**src/rtl/base_dispatch.sv**
```systemverilog
// In-order issue queue between decode stage2 and the base execution unit.
// Head entry drives the EU combinationally; the EU result is captured in a writeback register.
module base_dispatch #(
   parameter int DEPTH = 4,
   parameter int SEL_W = 6,
   parameter int TAG_W = 5
) (
   input  logic             clk,
   input  logic             rst,
   input  logic             flush,
   input  logic             in_valid,
   output logic             in_ready,
   input  logic [SEL_W-1:0] in_select,
   input  logic [63:0]      in_op1,
   input  logic [63:0]      in_op2,
   input  logic [TAG_W-1:0] in_rd,
   output logic [SEL_W-1:0] eu_select,
   output logic [63:0]      eu_op1,
   output logic [63:0]      eu_op2,
   input  logic [63:0]      eu_result,
   output logic             wb_valid,
   input  logic             wb_ready,
   output logic [63:0]      wb_result,
   output logic [TAG_W-1:0] wb_rd
);

   localparam int PTR_W = $clog2(DEPTH);
   localparam int CNT_W = PTR_W + 1;
   localparam logic [CNT_W-1:0] DEPTH_C = CNT_W'(DEPTH);
   localparam logic [CNT_W-1:0] ONE_C   = CNT_W'(1);
   localparam logic [PTR_W-1:0] PINC_C  = PTR_W'(1);

   logic [SEL_W-1:0] sel_mem_r [DEPTH];
   logic [63:0]      op1_mem_r [DEPTH];
   logic [63:0]      op2_mem_r [DEPTH];
   logic [TAG_W-1:0] rd_mem_r  [DEPTH];

   logic [PTR_W-1:0] wr_ptr_r;
   logic [PTR_W-1:0] rd_ptr_r;
   logic [CNT_W-1:0] count_r;

   logic             not_empty_s;
   logic             push_s;
   logic             issue_s;
   logic             drain_s;

   // Handshake decode; flush blocks both queue operations.
   always_comb begin
      not_empty_s = (count_r != {CNT_W{1'b0}});
      in_ready    = (count_r < DEPTH_C);
      push_s      = in_valid && in_ready && !flush;
      issue_s     = not_empty_s && (!wb_valid || wb_ready) && !flush;
      drain_s     = wb_valid && wb_ready;
   end

   // Present the head entry to the EU, or a NOP when the queue is empty.
   always_comb begin
      eu_select = {SEL_W{1'b0}};
      eu_op1    = 64'd0;
      eu_op2    = 64'd0;
      if (not_empty_s) begin
         eu_select = sel_mem_r[rd_ptr_r];
         eu_op1    = op1_mem_r[rd_ptr_r];
         eu_op2    = op2_mem_r[rd_ptr_r];
      end else begin
         eu_select = {SEL_W{1'b0}};
         eu_op1    = 64'd0;
         eu_op2    = 64'd0;
      end
   end

   // Entry storage; contents are not reset since count qualifies every read.
   always_ff @(posedge clk) begin
      if (push_s) begin
         sel_mem_r[wr_ptr_r] <= in_select;
         op1_mem_r[wr_ptr_r] <= in_op1;
         op2_mem_r[wr_ptr_r] <= in_op2;
         rd_mem_r[wr_ptr_r]  <= in_rd;
      end
   end

   // Pointers and occupancy count.
   always_ff @(posedge clk or posedge rst) begin
      if (rst) begin
         wr_ptr_r <= {PTR_W{1'b0}};
         rd_ptr_r <= {PTR_W{1'b0}};
         count_r  <= {CNT_W{1'b0}};
      end else if (flush) begin
         wr_ptr_r <= {PTR_W{1'b0}};
         rd_ptr_r <= {PTR_W{1'b0}};
         count_r  <= {CNT_W{1'b0}};
      end else begin
         if (push_s) begin
            wr_ptr_r <= wr_ptr_r + PINC_C;
         end
         if (issue_s) begin
            rd_ptr_r <= rd_ptr_r + PINC_C;
         end
         case ({push_s, issue_s})
            2'b10:   count_r <= count_r + ONE_C;
            2'b01:   count_r <= count_r - ONE_C;
            default: count_r <= count_r;
         endcase
      end
   end

   // Writeback register: load on issue, clear valid on drain, hold while stalled.
   always_ff @(posedge clk or posedge rst) begin
      if (rst) begin
         wb_valid  <= 1'b0;
         wb_result <= 64'd0;
         wb_rd     <= {TAG_W{1'b0}};
      end else if (flush) begin
         wb_valid  <= 1'b0;
      end else if (issue_s) begin
         wb_valid  <= 1'b1;
         wb_result <= eu_result;
         wb_rd     <= rd_mem_r[rd_ptr_r];
      end else if (drain_s) begin
         wb_valid  <= 1'b0;
      end else begin
         wb_valid  <= wb_valid;
      end
   end

endmodule

```
**config.mk**
```make
export PLATFORM = sky130hd
export DESIGN_NAME = base_dispatch
export DESIGN_NICKNAME = d
export VERILOG_FILES = /design/src/rtl/base_dispatch.sv
export SDC_FILE = /design/constraint.sdc
export NUM_CORES = 1
export LEC_CHECK = 0
export CAP_MARGIN = 20
export CELL_PAD_IN_SITES_DETAIL_PLACEMENT = 0
export CELL_PAD_IN_SITES_GLOBAL_PLACEMENT = 1
export CORE_MARGIN = 3
export CORE_UTILIZATION = 42
export CTS_CLUSTER_SIZE = 25
export DETAILED_ROUTE_END_ITERATION = 7
export GPL_TIMING_DRIVEN = 0
export PLACE_DENSITY = 0.86
export SLEW_MARGIN = 20
export SYNTH_ARGS = -nofsm -noshare
export SYNTH_HDL_FRONTEND = slang
export SYNTH_SLANG_ARGS = --single-unit
```
**constraint.sdc**
```tcl
create_clock -name clk -period 13.4 [get_ports clk]
set_input_delay 3.35 -clock clk [delete_from_list [all_inputs] [get_ports clk]]
set_output_delay 3.35 -clock clk [all_outputs]
set_load 0.02 [all_outputs]
```
# Word level (Yosys, flattened, before mapping)
# Memories as Yosys holds them, arrays and structs flattened. A register that Yosys moved wholly into a read port is not among the register bits.
# Index checks and enable logic that the tools add are counted.
op_classes:
  add_sub_neg: 4
  order_cmp: 1
  n_eq_ne: 2
  muxes: 14
  bitwise_logic: 1
  n_reduce_logical: 14
op_table:
  columns: ["cell", "n"]
  rows:
  - ["64-bit two-way mux", 2]
  - ["3-bit nonzero test", 3]
  - ["2-bit two-way mux", 4]
  - ["6-bit two-way mux", 1]
  - ["3-bit case mux with 2 select lines", 1]
  - ["1-bit logical AND", 5]
  - ["1-bit two-way mux", 5]
  - ["2-bit by 1-bit adder with 2-bit output (second input constant)", 2]
  - ["2-bit nonzero test", 2]
  - ["3-bit by 1-bit adder with 3-bit output (second input constant)", 1]
  - ["3-bit less-than comparator (second input constant)", 1]
  - ["3-bit two-way mux", 1]
  - ["3-bit by 1-bit subtractor with 3-bit output (second input constant)", 1]
  - ["2-bit by 1-bit == test with 1-bit output (second input constant)", 1]
  - ["2-bit == test (second input constant)", 1]
  - ["1-bit logical NOT", 2]
  - ["2-bit AND reduction", 1]
  - ["1-bit logical OR", 1]
  - ["1-bit inverter", 1]
word_totals:
  reg_bits: 72
  ramBits: 556
  input_bits: 208
  out_inout_bits: 205
  wordCells: 45
  mem_count: 4
memory_table:
  columns: ["memory", "words", "word_bits", "rd", "rd_clocked_by_memory_dff", "wr", "line_no", "rtl"]
  rows:
  - ["op1_mem_r", 4, 64, 1, 0, 1, "34", "logic [63:0] op1_mem_r [DEPTH];"]
  - ["op2_mem_r", 4, 64, 1, 0, 1, "35", "logic [63:0] op2_mem_r [DEPTH];"]
  - ["sel_mem_r", 4, 6, 1, 0, 1, "33", "logic [SEL_W-1:0] sel_mem_r [DEPTH];"]
  - ["rd_mem_r", 4, 5, 1, 1, 1, "36", "logic [TAG_W-1:0] rd_mem_r [DEPTH];"]

# Depth between registers and ports, before layout
# Gate-level depths: netlist of run 1.
logic_depth:
  depth_word: 7
  depth_mapped: 7
  mapped_depth_nobuf: 6

# Worst setup path after synthesis of run 1
# OpenSTA, ideal clock, no wires.
synth_timing:
  path_kind: "input port to flip-flop"
  start: "in in_valid"
  end: "mem op1_mem_r[0][0] (enable)"
  setup_ns: 0.516
  arrival_ns: 7.062
  t_required_ns: 12.884
  slack_ns: 5.823
  path_stages: 3
  n_path_buf: 0
  path_cell_list: "nor2b_1 > nor2b_1 > and2_1"
synth_between:
  elab_chain_len: 4
synth_lines:
  columns: ["element", "line_no", "rtl"]
  rows:
  - ["start, declared", "11", "input logic in_valid,"]
  - ["1-bit logical AND (2 in series)", "51", "push_s = in_valid && in_ready && !flush;"]
  - ["1-bit two-way mux", "74", "if (push_s) begin"]
  - ["1-bit two-way mux (implied by the code)", "76", "op1_mem_r[wr_ptr_r] <= in_op1;"]
  - ["end, declared", "34", null]
# No other way between the ends.

# Final worst setup path of run 1
layout_timing:
  start: "reg count_r[0]"
  end: "out eu_op1[1]"
layout_between:
  elab_chain_len: 2
layout_lines:
  columns: ["element", "line_no", "rtl"]
  rows:
  - ["start, declared", "40", "logic [CNT_W-1:0] count_r;"]
  - ["start signal, assigned", "87", "count_r <= {CNT_W{1'b0}};"]
  - ["start signal, assigned", "91", "count_r <= {CNT_W{1'b0}};"]
  - ["start signal, assigned", "100", "2'b10: count_r <= count_r + ONE_C;"]
  - ["3-bit nonzero test", "49", "not_empty_s = (count_r != {CNT_W{1'b0}});"]
  - ["64-bit two-way mux", "61", "if (not_empty_s) begin"]
  - ["end, declared", "18", "output logic [63:0] eu_op1,"]
# No other way between the ends.

==> results.txt, run 1 <==
Slew Viols, Final -> 0
Row Count -> 87
Final Hold Fails -> 0
Root Driver -> clkbuf_16
First-pass GRT wire length -> 80000 µm
Most common cell after layout, fill and taps aside -> edfxtp_1
Port Buf Inserts -> 412
DRT iter0 DRCs -> 741
Max_cap viols -> 0
DRT antenna net count -> 0
#FFs+latches synth -> 633
Max Fclk -> 149 MHz
Critical path launch point type -> flip-flop
Lkg Pwr -> 0.0104 µW
Power per cell area -> 209 nW/µm²
Clock skew -> 14.4 ps
Final setup vio count -> 0
Largest net degree at the start of global routing -> 50
Slew HR -> 45.3%
Post-Syn Instances -> 1079
Die W -> 245 µm
Synth Cell Area -> 24000 µm²
Post-CTS Resized -> 0
Initial Util -> 42.6%
Total CTS buffers -> 68
CTS tree -> built
Post-DP HPWL -> 35600 µm
Unique masters post-synth -> 30
Setup WS post-layout -> 6700 ps
Remaining Overflow, GRT -> 0
Placeable Area -> 56500 µm²
I/O pin count -> 413
Peak supply drop -> 128 µV
Worst R2R Start -> count_r[2]
Syn Area/Cell -> 22.3 µm²
H-tree Lvls -> 3
Run status -> complete, no violations
Setup Buffers After CTS -> 0
Via-to-Cell Ratio -> 5.11
DR vias -> 12200
CP arrival -> 3350 ps
Hold_sp -> wb_result[30]
CP required -> 10050 ps
Ant. Diodes -> 0
Total die area -> 60200 µm²
Critical Path Start -> count_r[0]
Layout cells sized above 1 -> 21.9%
Synth area leader -> edfxtp_1
Die height -> 245 µm
Worst-path clk slew -> 60 ps
Worst Path Max Fanout -> 10
Worst Path Class, Setup -> flip-flop to output port
Setup TNS -> 0 ps
DP Worst Slack -> 7200 ps
Placer Congestion -> 0.757
Post-synthesis compound-gate area fraction -> 0.265%
Fin Hold WS -> 482 ps
Number of global-route vias before repair -> 13000
Area growth, synth to finish -> 31.9%
Post-synthesis xor/xnor area fraction -> 0.0728%
Clk sinks -> 633
Clock Path Buffers -> 3
Ys Warns -> 0
Register area share after synthesis -> 77.4%
Min-delay worst type -> flip-flop to flip-flop
Hold buffers post-CTS -> 0
Global Route Usage Sum -> 17.7%
Syn nets -> 1292
Synthesized-area fraction occupied by adder cells -> 0.291%
Yosys top cell area share -> 69.4%
First drt pass iteration count -> 5
Tightest Pin Transition -> 820 ps
WL/cell -> 22.4 µm
Clock Latency Late Sink -> 590 ps
DRC -> 0
Mux contribution to synthesized area -> 16.3%
Initial antenna violation count -> 5
Most frequent cells in the layout -> edfxtp_1 (556), clkdlybuf4s50_1 (412), mux4_2 (139), nor2b_1 (134), dfrtp_1 (77)
Total wire length -> 53400 µm
Layout Nets -> 1787
Top cells by area, synth -> edfxtp_1 (69%), mux4_2 (13%), dfrtp_1 (8.0%)
Final Cycle Share -> 50.0%
Crit path capture type -> output port
Main combinational cell family by area after synthesis -> multiplexers
Period minus WS final -> 6700 ps
RSZ-0062 raised after global routing -> no
Simple-gate share of the synthesized area -> 4.14%
through the flow:
stage / cell area (µm²) / cells / power [µW] / util, %
after CTS: 31700 / 2386 / 6740 / 56.1
after global routing: 31700 / 2386 / 6940 / 56.1
after floorplan: 24000 / 1079 / 3830 / -
after global placement: 29100 / 2247 / 4850 / 51.5
after detailed placement: 29500 / 2260 / 4880 / 52.2
final: 31700 / 2386 / 6630 / 56.1
sequential cells by signal, summed over array words and instances (netlist names):
register   flops
sel_mem_r     24
wb_rd          5
op1_mem_r    256
op2_mem_r    256
wb_result     64
count_r        3
rd_ptr_r       2
rd_mem_r      20
wb_valid       1
wr_ptr_r       2
area by class of cell:
type / instances / area [µm²]
tap: 756 / 946
sequential: 633 / 18600
timing repair buffer: 425 / 4480
fill: 4127 / 24800
clock inverter: 35 / 358
clock buffer: 91 / 1860
buffer: 56 / 332
inverter: 4 / 17.5
multi-input combinational: 386 / 5090
Yosys cell counts (all sizes together):
cell type	number
edfxtp	556
mux4	139
nor2b	134
dfrtp	77
mux2	70
buf	38
clkbuf	18
nor2	7
o21ai	5
and2	4
and2b	4
ha	4
inv	4
a21oi	3
nand2b	3
nor3	2
xnor2	2
a31oi	1
fa	1
mux2i	1
nand3	1
nor3b	1
nor4	1
o211ai	1
o21ba	1
or3	1
cell families after synthesis:
group,Yosys count
xor+xnor,2
flops,633
fa+ha+maj,5
buf+inv,60
compound gates,11
mux,210
simple gates,158
worst max-delay path: stages (launching register included):
cell and delay (ps):
dfrtp_1 480, nor3_4 360, buf_2 460, clkbuf_1 650
nor2b_1 110, clkdlybuf4s50_1 690
power by group:
part / internal (µW) / leakage (µW) / switching, µW
logic: 1170 / 0.00336 / 1180
registers: 2360 / 0.00596 / 80.5
clock network: 1100 / 0.00108 / 737
path summary, 6_finish.rpt:
path	to	depth (start not counted)	slack, ps
min reg2reg	wb_result[30]	1	480
max reg2reg	op2_mem_r[0][25]	5	10880
min in group asynchronous	wb_result[3]	2	3130
min	wb_result[30]	1	480
max in group asynchronous	wb_result[29]	3	9680
max	eu_op1[1]	5	6700
layer usage:
metal | share of wire [%] | global-route usage [%] | up-vias
met2 | 51 | 30.0 | 425
li1 | - | - | 5369
met4 | 1.9 | 5.12 | 8
met1 | 39 | 22.4 | 6311
met3 | 7.9 | 5.07 | 82
met5 | 0.097 | 0 | -
(Power assumes the default switching activity.)
==> run 2, diff against run 1 <==
==> constraint.sdc (replaced) <==
create_clock -name clk -period 6.6 [get_ports clk]
set_input_delay 1.65 -clock clk [delete_from_list [all_inputs] [get_ports clk]]
set_output_delay 1.65 -clock clk [all_outputs]
set_load 0.02 [all_outputs]
==> results of run 2 <==
Same layout as run 1 (identical final DEF). Status: complete, no violations.
Among the figures that moved: setup slack after placement 7200 ps -> 2100 ps; setup slack after layout 6700 ps -> 1600 ps; register-to-register setup slack 10880 ps -> 4080 ps; total power 6630 µW -> 13500 µW; worst IR drop on VDD 128 µV -> 259 µV
